<file path="config.mk">
export PLATFORM = sky130hd
export DESIGN_NAME = yin_frontend_flat
export DESIGN_NICKNAME = d
export VERILOG_FILES = /design/src/rtl/yin_frontend_if.sv /design/src/rtl/yin_frontend.sv /design/src/flat_wrapper.sv
export SDC_FILE = /design/constraint.sdc
export NUM_CORES = 1
export LEC_CHECK = 0
export BUFFER_PORTS_ARGS = -buffer_cell sky130_fd_sc_hd__buf_4
export CORE_ASPECT_RATIO = 1.5
export CORE_MARGIN = 2
export CORE_UTILIZATION = 35
export CTS_BUF_LIST = sky130_fd_sc_hd__clkbuf_2
export CTS_CLUSTER_DIAMETER = 80
export DETAILED_ROUTE_END_ITERATION = 10
export GPL_TIMING_DRIVEN = 0
export HOLD_SLACK_MARGIN = 0.03
export PLACE_DENSITY = 0.55
export SETUP_SLACK_MARGIN = 0.02
export SLEW_MARGIN = 20
export SYNTH_ARGS = -nofsm -noshare
export SYNTH_HDL_FRONTEND = slang
export SYNTH_SLANG_ARGS = --single-unit
</file>
<file path="constraint.sdc">
create_clock -name clk_in -period 3.3 [get_ports clk_in]
set_clock_uncertainty 0.15 [all_clocks]
set_input_delay 0.33 -clock clk_in [delete_from_list [all_inputs] [get_ports clk_in]]
set_output_delay 0.33 -clock clk_in [all_outputs]
set_load 0.005 [all_outputs]
</file>
<file path="src/rtl/yin_frontend_if.sv">
`default_nettype none
// ============================================================================
// Module   : yin_frontend_if
// Brief    : ADC-side and detector-side signal bundle of the YIN front end.
// Revision : 1.0
// ============================================================================
interface yin_frontend_if #(
    parameter int IN_WIDTH   = 12,
    parameter int SIG_WIDTH  = 9,
    parameter int FIFO_DEPTH = 64
);
    logic [IN_WIDTH-1:0]           adc_in;
    logic                          adc_in_valid;
    logic                          pitch_valid_in;
    logic [SIG_WIDTH-1:0]          sig_out;
    logic                          sig_out_valid;
    logic                          start_computation_out;
    logic                          overflow_out;
    logic [$clog2(FIFO_DEPTH):0]   fifo_level_out;

    modport master (
        input  adc_in, adc_in_valid, pitch_valid_in,
        output sig_out, sig_out_valid, start_computation_out,
               overflow_out, fifo_level_out
    );

    modport slave (
        output adc_in, adc_in_valid, pitch_valid_in,
        input  sig_out, sig_out_valid, start_computation_out,
               overflow_out, fifo_level_out
    );
endinterface
`default_nettype wire

</file>
<file path="src/rtl/yin_frontend.sv">
`default_nettype none
// ============================================================================
// Module   : yin_frontend
// Brief    : Boxcar decimator, sample FIFO and hop framing for the YIN
//            detector. Define FRONTEND_DC_BLOCK_EN for tracked DC removal.
// Revision : 1.0
// ============================================================================
module yin_frontend #(
    parameter int IN_WIDTH    = 12,
    parameter int SIG_WIDTH   = 9,
    parameter int DECIM       = 4,
    parameter int WINDOW_SIZE = 500,
    parameter int HOP         = 250,
    parameter int FIFO_DEPTH  = 64
) (
    input  wire logic        clk_in,
    input  wire logic        rst_in,
    yin_frontend_if.master   fe
);
    localparam int c_LOG2_DECIM = $clog2(DECIM);
    localparam int c_ACC_W      = IN_WIDTH + c_LOG2_DECIM;
    localparam int c_AW         = $clog2(FIFO_DEPTH);
    localparam int c_SHIFT      = IN_WIDTH - SIG_WIDTH;
    localparam int c_CNT_MAX    = (WINDOW_SIZE > HOP) ? WINDOW_SIZE : HOP;
    localparam int c_CNT_W      = $clog2(c_CNT_MAX + 1);

    localparam logic signed [IN_WIDTH:0] c_MIDSCALE    = (IN_WIDTH+1)'(1) << (IN_WIDTH-1);
    localparam logic [c_LOG2_DECIM-1:0]  c_LAST_PHASE  = c_LOG2_DECIM'(DECIM - 1);
    localparam logic [c_AW:0]            c_FULL_LVL    = (c_AW+1)'(FIFO_DEPTH);
    localparam logic [c_CNT_W-1:0]       c_WINDOW      = c_CNT_W'(WINDOW_SIZE);
    localparam logic [c_CNT_W-1:0]       c_HOP         = c_CNT_W'(HOP);

    typedef enum logic [1:0] {
        S_FILL        = 2'd0,
        S_RUN         = 2'd1,
        S_WAIT_RESULT = 2'd2,
        S_START       = 2'd3
    } state_t;

    // ---------------- decimator ----------------
    logic [c_ACC_W-1:0]      r_acc;
    logic [c_LOG2_DECIM-1:0] r_phase;
    logic                    r_push;
    logic [SIG_WIDTH-1:0]    r_push_data;

    logic [c_ACC_W-1:0]      w_sum;
    logic [IN_WIDTH-1:0]     w_mean;
    logic signed [IN_WIDTH:0] w_centered;
    logic [SIG_WIDTH-1:0]    w_sample;

    assign w_sum  = r_acc + c_ACC_W'(fe.adc_in);
    assign w_mean = IN_WIDTH'(w_sum >> c_LOG2_DECIM);

`ifdef FRONTEND_DC_BLOCK_EN
    // DC estimate carries 6 fractional bits; output uses the pre-update estimate
    localparam logic [IN_WIDTH+5:0] c_DC_INIT = {c_MIDSCALE[IN_WIDTH-1:0], 6'b0};

    logic [IN_WIDTH+5:0]        r_dc;
    logic signed [IN_WIDTH+7:0] w_dc_err;

    assign w_dc_err   = $signed({2'b00, w_mean, 6'b0}) - $signed({2'b00, r_dc});
    assign w_centered = $signed({1'b0, w_mean}) - $signed({1'b0, r_dc[IN_WIDTH+5:6]});

    always_ff @(posedge clk_in or posedge rst_in) begin
        if (rst_in) begin
            r_dc <= c_DC_INIT;
        end else if (fe.adc_in_valid && (r_phase == c_LAST_PHASE)) begin
            r_dc <= r_dc + (IN_WIDTH+6)'(w_dc_err >>> 6);
        end
    end
`else
    assign w_centered = $signed({1'b0, w_mean}) - c_MIDSCALE;
`endif

    assign w_sample = SIG_WIDTH'(w_centered >>> c_SHIFT);

    always_ff @(posedge clk_in or posedge rst_in) begin
        if (rst_in) begin
            r_acc       <= '0;
            r_phase     <= '0;
            r_push      <= 1'b0;
            r_push_data <= '0;
        end else begin
            r_push <= 1'b0;
            if (fe.adc_in_valid) begin
                if (r_phase == c_LAST_PHASE) begin
                    r_acc       <= '0;
                    r_phase     <= '0;
                    r_push      <= 1'b1;
                    r_push_data <= w_sample;
                end else begin
                    r_acc   <= w_sum;
                    r_phase <= r_phase + 1'b1;
                end
            end
        end
    end

    // ---------------- FIFO ----------------
    logic [SIG_WIDTH-1:0] r_mem [FIFO_DEPTH];
    logic [c_AW-1:0]      r_wr_ptr;
    logic [c_AW-1:0]      r_rd_ptr;
    logic [c_AW:0]        r_level;
    logic                 r_overflow;
    state_t               r_state;

    logic w_pop;
    logic w_push;

    assign w_pop  = ((r_state == S_FILL) || (r_state == S_RUN)) && (r_level != '0);
    assign w_push = r_push && ((r_level != c_FULL_LVL) || w_pop);

    always_ff @(posedge clk_in) begin
        if (w_push) begin
            r_mem[r_wr_ptr] <= r_push_data;
        end
    end

    always_ff @(posedge clk_in or posedge rst_in) begin
        if (rst_in) begin
            r_wr_ptr   <= '0;
            r_rd_ptr   <= '0;
            r_level    <= '0;
            r_overflow <= 1'b0;
        end else begin
            if (w_push) r_wr_ptr <= r_wr_ptr + 1'b1;
            if (w_pop)  r_rd_ptr <= r_rd_ptr + 1'b1;
            if (w_push && !w_pop)      r_level <= r_level + 1'b1;
            else if (w_pop && !w_push) r_level <= r_level - 1'b1;
            if (r_push && !w_push)     r_overflow <= 1'b1;
        end
    end

    // ---------------- framing FSM ----------------
    logic [c_CNT_W-1:0]   r_sent_cnt;
    logic [SIG_WIDTH-1:0] r_sig_out;
    logic                 r_sig_valid;
    logic                 r_start;

    logic [c_CNT_W-1:0] w_cnt_inc;
    logic [c_CNT_W-1:0] w_limit;

    assign w_cnt_inc = r_sent_cnt + 1'b1;
    assign w_limit   = (r_state == S_FILL) ? c_WINDOW : c_HOP;

    always_ff @(posedge clk_in or posedge rst_in) begin
        if (rst_in) begin
            r_state     <= S_FILL;
            r_sent_cnt  <= '0;
            r_sig_out   <= '0;
            r_sig_valid <= 1'b0;
            r_start     <= 1'b0;
        end else begin
            r_sig_valid <= 1'b0;
            r_start     <= 1'b0;
            case (r_state)
                S_FILL, S_RUN: begin
                    if (w_pop) begin
                        r_sig_out   <= r_mem[r_rd_ptr];
                        r_sig_valid <= 1'b1;
                        r_sent_cnt  <= w_cnt_inc;
                        if (w_cnt_inc == w_limit) r_state <= S_START;
                    end
                end
                S_START: begin
                    r_start    <= 1'b1;
                    r_sent_cnt <= '0;
                    r_state    <= S_WAIT_RESULT;
                end
                S_WAIT_RESULT: begin
                    if (fe.pitch_valid_in) r_state <= S_RUN;
                end
                default: r_state <= S_FILL;
            endcase
        end
    end

    assign fe.sig_out               = r_sig_out;
    assign fe.sig_out_valid         = r_sig_valid;
    assign fe.start_computation_out = r_start;
    assign fe.overflow_out          = r_overflow;
    assign fe.fifo_level_out        = r_level;
endmodule
`default_nettype wire

</file>
<file path="src/flat_wrapper.sv">
// flat-port wrapper written by rule: the top's interface ports become plain ports
module yin_frontend_flat 
#(
    parameter int IN_WIDTH    = 12,
    parameter int SIG_WIDTH   = 9,
    parameter int DECIM       = 4,
    parameter int WINDOW_SIZE = 500,
    parameter int HOP         = 250,
    parameter int FIFO_DEPTH  = 64
)
  (clk_in, rst_in, fe_adc_in, fe_adc_in_valid, fe_pitch_valid_in, fe_sig_out, fe_sig_out_valid, fe_start_computation_out, fe_overflow_out, fe_fifo_level_out);
  yin_frontend_if #(.IN_WIDTH(IN_WIDTH), .SIG_WIDTH(SIG_WIDTH), .FIFO_DEPTH(FIFO_DEPTH)) fe_i ();
  input  wire logic clk_in;
  input  wire logic rst_in;
  input wire logic [$bits(fe_i.adc_in)-1:0] fe_adc_in;
  input wire logic [$bits(fe_i.adc_in_valid)-1:0] fe_adc_in_valid;
  input wire logic [$bits(fe_i.pitch_valid_in)-1:0] fe_pitch_valid_in;
  output wire logic [$bits(fe_i.sig_out)-1:0] fe_sig_out;
  output wire logic [$bits(fe_i.sig_out_valid)-1:0] fe_sig_out_valid;
  output wire logic [$bits(fe_i.start_computation_out)-1:0] fe_start_computation_out;
  output wire logic [$bits(fe_i.overflow_out)-1:0] fe_overflow_out;
  output wire logic [$bits(fe_i.fifo_level_out)-1:0] fe_fifo_level_out;
  assign fe_i.adc_in = fe_adc_in;
  assign fe_i.adc_in_valid = fe_adc_in_valid;
  assign fe_i.pitch_valid_in = fe_pitch_valid_in;
  assign fe_sig_out = fe_i.sig_out;
  assign fe_sig_out_valid = fe_i.sig_out_valid;
  assign fe_start_computation_out = fe_i.start_computation_out;
  assign fe_overflow_out = fe_i.overflow_out;
  assign fe_fifo_level_out = fe_i.fifo_level_out;
  yin_frontend #(.IN_WIDTH(IN_WIDTH), .SIG_WIDTH(SIG_WIDTH), .DECIM(DECIM), .WINDOW_SIZE(WINDOW_SIZE), .HOP(HOP), .FIFO_DEPTH(FIFO_DEPTH)) u_core (.clk_in(clk_in), .rst_in(rst_in), .fe(fe_i));
endmodule
</file>
======== Word level (Yosys, flattened, before mapping) ========
Memories as Yosys holds them, arrays and structs flattened. A register that Yosys moved wholly into a read port is not among the register bits.
Index checks and enable logic that the tools add are counted.
word-level totals
  input bits .............................. 16
  register bits ........................... 59
  output and inout bits ................... 19
  logic and storage cells ................. 66
  memories ................................ 1
  RAM bits ................................ 576
memory list
  memory        depth  bits a word  rd ports  clocked after memory_dff  wr ports  RTL line             text
  u_core.r_mem  64     9            1         1                         1         yin_frontend.sv:100  logic [SIG_WIDTH-1:0] r_mem [FIFO_DEPTH];
cells by class
  $add $sub $neg .......................... 8
  mux-type cells .......................... 18
  reductions and logical operators ........ 18
  equality and inequality tests ........... 9
operators with widths
  operator                                          number
  2-to-1 mux 9 bit                                  2
  case mux 9 bit (2 select lines)                   1
  adder 14 x 12 -> 14 bit                           1
  2-to-1 mux 14 bit                                 1
  2-to-1 mux 7 bit                                  2
  adder 6 x 1 -> 6 bit, second input constant       2
  subtractor 12 bit, second input constant          1
  adder 9 x 1 -> 9 bit, second input constant       1
  == test 9 bit                                     1
  2-to-1 mux 2 bit                                  4
  adder 7 x 1 -> 7 bit, second input constant       1
  2-to-1 mux 1 bit                                  7
  != test 7 bit, second input constant              1
  nonzero test 7 bit                                1
  subtractor 7 x 1 -> 7 bit, second input constant  1
  == test 2 bit, second input constant              3
  case mux 2 bit (3 select lines)                   1
  AND reduction 2 bit                               3
  logical AND 1 bit                                 5
  != test 2 x 1 -> 1 bit, second input constant     2
  nonzero test 2 bit                                2
  AND reduction 3 bit                               1
  adder 2 x 1 -> 2 bit, second input constant       1
  == test 2 x 1 -> 1 bit, second input constant     1
  other kinds (5)                                   7

======== Longest topological paths before layout ========
  depth in word-level cells ............... 9
  depth in mapped cells ................... 13
  depth with buffers taken out ............ 12

======== Worst setup path after synthesis ========
Ideal clock, no wire load.
  path kind ............................... reg2reg
  start point ............................. register u_core.r_level[3] (netlist: u_core.fe.fifo_level_out[3])
  end point ............................... register u_core.r_level[6] (netlist: u_core.fe.fifo_level_out[6])
  period minus slack after synthesis ...... 3,151 ps
  data arrival time ....................... 2,878 ps
  setup time .............................. 123 ps
  stages on the path, launching flop included .. 14
  required time ........................... 3,027 ps
  buffers on the path ..................... 2
  slack ................................... 149 ps
  cells stage by stage .................... dfrtp_1 > nor4_1 > a31o_2 > buf_2 > buf_2 > ha_1 > inv_1 > fa_1 > a21oi_1 > o21bai_1 > a21oi_1 > nor3_1 > a211o_1 > xnor2_1
between the ends
  cells in the longest elaborated chain, start to end .. 7
  elaborated cells on any way between the ends .. 14
  those cells by class .................... add/sub: 2; eq/ne: 1; mux: 2; reduce/logical: 9
RTL lines
  what                                                               RTL line             text
  start: declaration                                                 yin_frontend.sv:103  logic [c_AW:0] r_level;
  start signal: assignment                                           yin_frontend.sv:128  if (w_push && !w_pop) r_level <= r_level + 1'b1;
  start signal: assignment                                           yin_frontend.sv:129  else if (w_pop && !w_push) r_level <= r_level - 1'b1;
  branches (longest 7 deep; another with subtractor 7 x 1 -> 7 bit)  --
Parallel ways; which one is timed is not known. The select of a mux whose other input is x is not followed.
A chain may end at the register's enable or synchronous reset.

======== Final worst setup path ========
  start point ............................. register u_core.r_level[4] (netlist: u_core.fe.fifo_level_out[4])
  end point ............................... register u_core.r_level[6] (netlist: u_core.fe.fifo_level_out[6])
Same word-level chain as after synthesis.

==> impl_metrics.csv <==
group,metric,value,unit
power,power_frac_seq,0.449,
yosys,synth_area_leaders,"edfxtp_1 (67%), mux4_2 (11%), dfrtp_1 (6.6%)",
setup_path,critPathLaunchType,"register",
timing,rsz0062_at_grt,"yes",
timing,fin_crit,3.21,ns
timing,drv_slew,0,
power,p_int,15800,uW
yosys,synthSimpleGateAreaFrac,0.0331,
global_route,grt_overflow,0,
yosys,ys_seq_elements,644,
setup_path,crit_type,"register to register",
final_layout,fin_util,0.406,
setup_path,cp-end-kind,"register",
global_route,grt_pass1_wl,98.0,mm
timing,setup_ws,0.0871,ns
place,dp_slack,-0.554,ns
yosys,synth_warnings,0,
place,dp_hpwl,44.3,mm
yosys,syn_avg_cell_area,18.6,um^2
cts,htreeDepth,4,
timing,fmax,311,MHz
hold_path,holdPathStages,5,
cts,cts_made_buffers,152,
timing,hold_ws,0.299,ns
global_route,grtUsageTotal,0.181,
yosys,synth_edf_count,576,
power,switchingPower,9240,uW
power,combPwrFrac,0.341,
setup_path,ff2ff_setup_slack,0.09,ns
cts,cts_tree,"built",
floorplan,row_count,122,
timing,post-route-period-util,0.974,
setup_path,rr_startpoint,"u_core.fe.fifo_level_out[4]",
setup_path,critPathRequiredTime,4.32,ns
power,clockPowerShare,0.210,
floorplan,dieArea,0.0762,mm^2
routing,drt_iter0_drc,1056,
place,numPortBuffers,33,
yosys,synth_xor_area_frac,0.0108,
hold_path,hp-class,"input pin to register",
yosys,synth_nets,1428,
setup_path,critical_path.top_delay_family,"compound AO/OA/AOI/OAI gates",
power,switching_share,0.368,
final_layout,drive_above_1_share,0.313,
yosys,yosys.area.top_type_share,0.668,
setup_path,path_cells,"nor4_4 -> a31o_2 -> buf_4 -> buf_8 -> ha_2 -> inv_2 -> fa_1 -> a21oi_1 -> o21bai_1 -> a21oi_2 -> nor3_1 -> a211o_1 -> xnor2_1",
setup_path,crit_slowest_cell,"dfrtp_2",
global_route,grt_max_degree,66,
cts,clk_latency,1.34,ns
hold_path,min_to,"u_core.r_state[0]",
setup_path,crit_buf_inv,3,
yosys,async_flop_share,0.106,
floorplan,ios,35,
cts,cts_root_buffer,"clkbuf_2",
hold_path,min_from,"fe_pitch_valid_in",
floorplan,dieWidth,226,um
yosys,ys_seq_area_frac,0.734,
power,pwr_density_cell,842,mW/mm^2
yosys,yosysTopAreaCell,"edfxtp_1",
routing,drt_wl_total,67.4,mm
power,power_leakage,0.00999,uW
setup_path,r2r_end,"u_core.fe.fifo_level_out[6]",
global_route,grt_pass1_vias,14873,
floorplan,core_area,0.0734,mm^2
cts,cts_buffer_depth,3,
place,place_area,0.0276,mm^2
setup_path,cpPeakStageDelay,0.45,ns
final_layout,nets,1674,
routing,drt.antenna.violating_nets,0,
routing,drtPass1Iterations,7,
setup_path,reg2regPathDepth,13,
yosys,synth_compound_area_frac,0.0625,
final_layout,fill_cells,6742,
place,gp_congestion,0.943,
routing,viasPerCell,5.21,
yosys,synthMuxAreaShare,0.127,
yosys,synth.distinct_cells,65,
job,drv_cap,0,
timing,worst_slew_pin_slew,1.07,ns
final_layout,postLayoutCellArea,0.0298,mm^2
power,ir_drop,0.372,mV
timing,slew_headroom,0.283,
cts,path_clk_slew,0.09,ns
floorplan,initial_core_util,0.352,
setup_path,crit_fanout,10,
yosys,synth_top_family_by_area,"multiplexers",
yosys,synth_ff_type,"edfxtp_1",
floorplan,die_h,337,um
power,total_power,25100,uW
timing,finalSetupViolCount,0,
yosys,syn-instance-count,1388,
timing,hold_viol,0,
routing,wl_per_cell,24.6,um
final_layout,synthToLayoutAreaGrowth,15.1,%
cts,clock_sinks,644,
global_route,antenna_found_initial,2,
setup_path,worstPathArrival,4.23,ns
yosys,synth_adder_area_share,0.0122,
routing,drc,0,
yosys,synth_area,0.0259,mm^2
routing,num_vias,14266,
run_status,status,"finished clean",
==> tightest hold or removal path, stage by stage <==
cell,delay (ns)
dlygate4sd3_1,0.54
buf_4,0.13
dlygate4sd3_1,0.54
nand2b_1,0.09
a21oi_1,0.06
==> logic make-up after synthesis <==
group / Yosys count
DFF: 644
AOI/OAI and AO/OA: 228
muxes: 172
adders and majority gates: 24
and+or+nand+nor: 191
buffers and inverters: 97
xor gates and xnor gates: 32
==> flip-flops by register name, summed over array words and instances, names as in the netlist, 2 cells and up <==
name / flops
u_core.r_acc: 14
u_core.r_sent_cnt: 9
u_core.r_state: 2
u_core.fe.fifo_level_out: 7
u_core.r_mem: 576
u_core.r_push_data: 9
u_core.r_wr_ptr: 6
u_core.fe.sig_out: 9
u_core.r_phase: 2
u_core.r_rd_ptr: 6
==> cell usage after synthesis, types with 12 or more instances <==
cell and count:
o21ai_0 28, a22oi_1 49, mux2i_1 43, clkbuf_1 37, ha_1 22, inv_1 16, dfrtp_1 68, nand2_1 62
mux4_2 121, xnor2_1 20, nor2_1 76, nand3_1 14, xor2_1 12, a21oi_1 38, buf_2 20, a211oi_1 12
edfxtp_1 576
==> per-layer routing <==
metal	share of wire	up-vias	GRT usage
li1	-	6244	-
met1	0.38	7452	0.205
met2	0.53	446	0.322
met3	0.047	124	0.0396
met4	0.040	0	0.0875
met5	0	-	0
==> placed cells by master, fill, tap and decap left out, drive strengths merged, types with 3 or more instances in the layout <==
cell,Yosys,final
nor3,4,4
clkinvlp,0,3
a41oi,3,3
a22oi,49,49
a21o,11,11
o21bai,4,4
buf,44,95
ha,22,22
nand3b,5,5
nand4b,3,3
clkinv,0,31
mux2i,43,43
xnor2,20,20
a21oi,38,38
edfxtp,576,576
bufinv,0,4
o221ai,11,11
o2bb2ai,11,11
o41ai,4,4
nor2b,5,5
clkbuf,37,257
mux2,5,5
a22o,10,10
or2,3,3
nand2,62,62
o22ai,11,11
xor2,12,12
inv,16,21
o21ai,37,37
nor2,76,76
nand2b,4,4
nand3,14,14
dfrtp,68,68
o31ai,4,4
nand4,4,4
mux4,124,124
dlygate4sd3,0,41
a211oi,20,20
==> area by class of cell <==
type | instances | area (um^2) | area share
antenna | 2 | 5.00 | 0.000168
buffer | 80 | 475 | 0.0160
clock buffer | 221 | 1110 | 0.0371
clock inverter | 43 | 288 | 0.00966
inverter | 16 | 62.6 | 0.00210
multi-input combinational | 647 | 6650 | 0.223
sequential | 644 | 19000 | 0.639
tap | 992 | 1240 | 0.0417
timing repair buffer | 93 | 923 | 0.0310
==> worst max-delay path by stage <==
| stage | endpoint | cells past startpoint | from |
|---|---|---|---|
| global placement | u_core.fe.fifo_level_out[6] | 13 | u_core.fe.fifo_level_out[3] |
| detailed placement | u_core.fe.fifo_level_out[6] | 13 | u_core.fe.fifo_level_out[2] |
| CTS | u_core.r_mem[45][3] | 6 | u_core.fe.fifo_level_out[0] |
| global route | u_core.fe.fifo_level_out[6] | 13 | u_core.fe.fifo_level_out[4] |
| floorplan | u_core.fe.fifo_level_out[6] | 13 | u_core.fe.fifo_level_out[3] |
| finish | u_core.fe.fifo_level_out[6] | 13 | u_core.fe.fifo_level_out[4] |
==> repair_timing <==
action | in CTS | in global routing
gates resized for setup | 62 | 36
hold buffers | 41 | 0
pin swaps | 1 | 4
endpoints found under the setup margin | 455 | 239
hold endpoints to repair | 96 | 0
setup buffers | 8 | 4
==> stage by stage <==
| stage | instances | setup TNS, ns |
|---|---|---|
| finish | 2738 | 0 |
| global route | 2738 | -0.812 |
| CTS | 2732 | -8.84 |
| detailed placement | 2420 | -81.09 |
| global placement | 2413 | -69.68 |
| floorplan | 1388 | 0 |
==> power by group through the flow <==
| stage | combinational (uW) | sequential [uW] | clock (uW) |
|---|---|---|---|
| 6_report | 8560 | 11200 | 5260 |
| 5_1_grt | 9130 | 11400 | 5820 |
| 4_1_cts | 8520 | 11300 | 5430 |
| 3_5_place_dp | 8320 | 11400 | 0 |
| 3_3_place_gp | 7640 | 11900 | 0 |
| 2_1_floorplan | 5110 | 11100 | 0 |
Power figures use the tool's default switching activity.
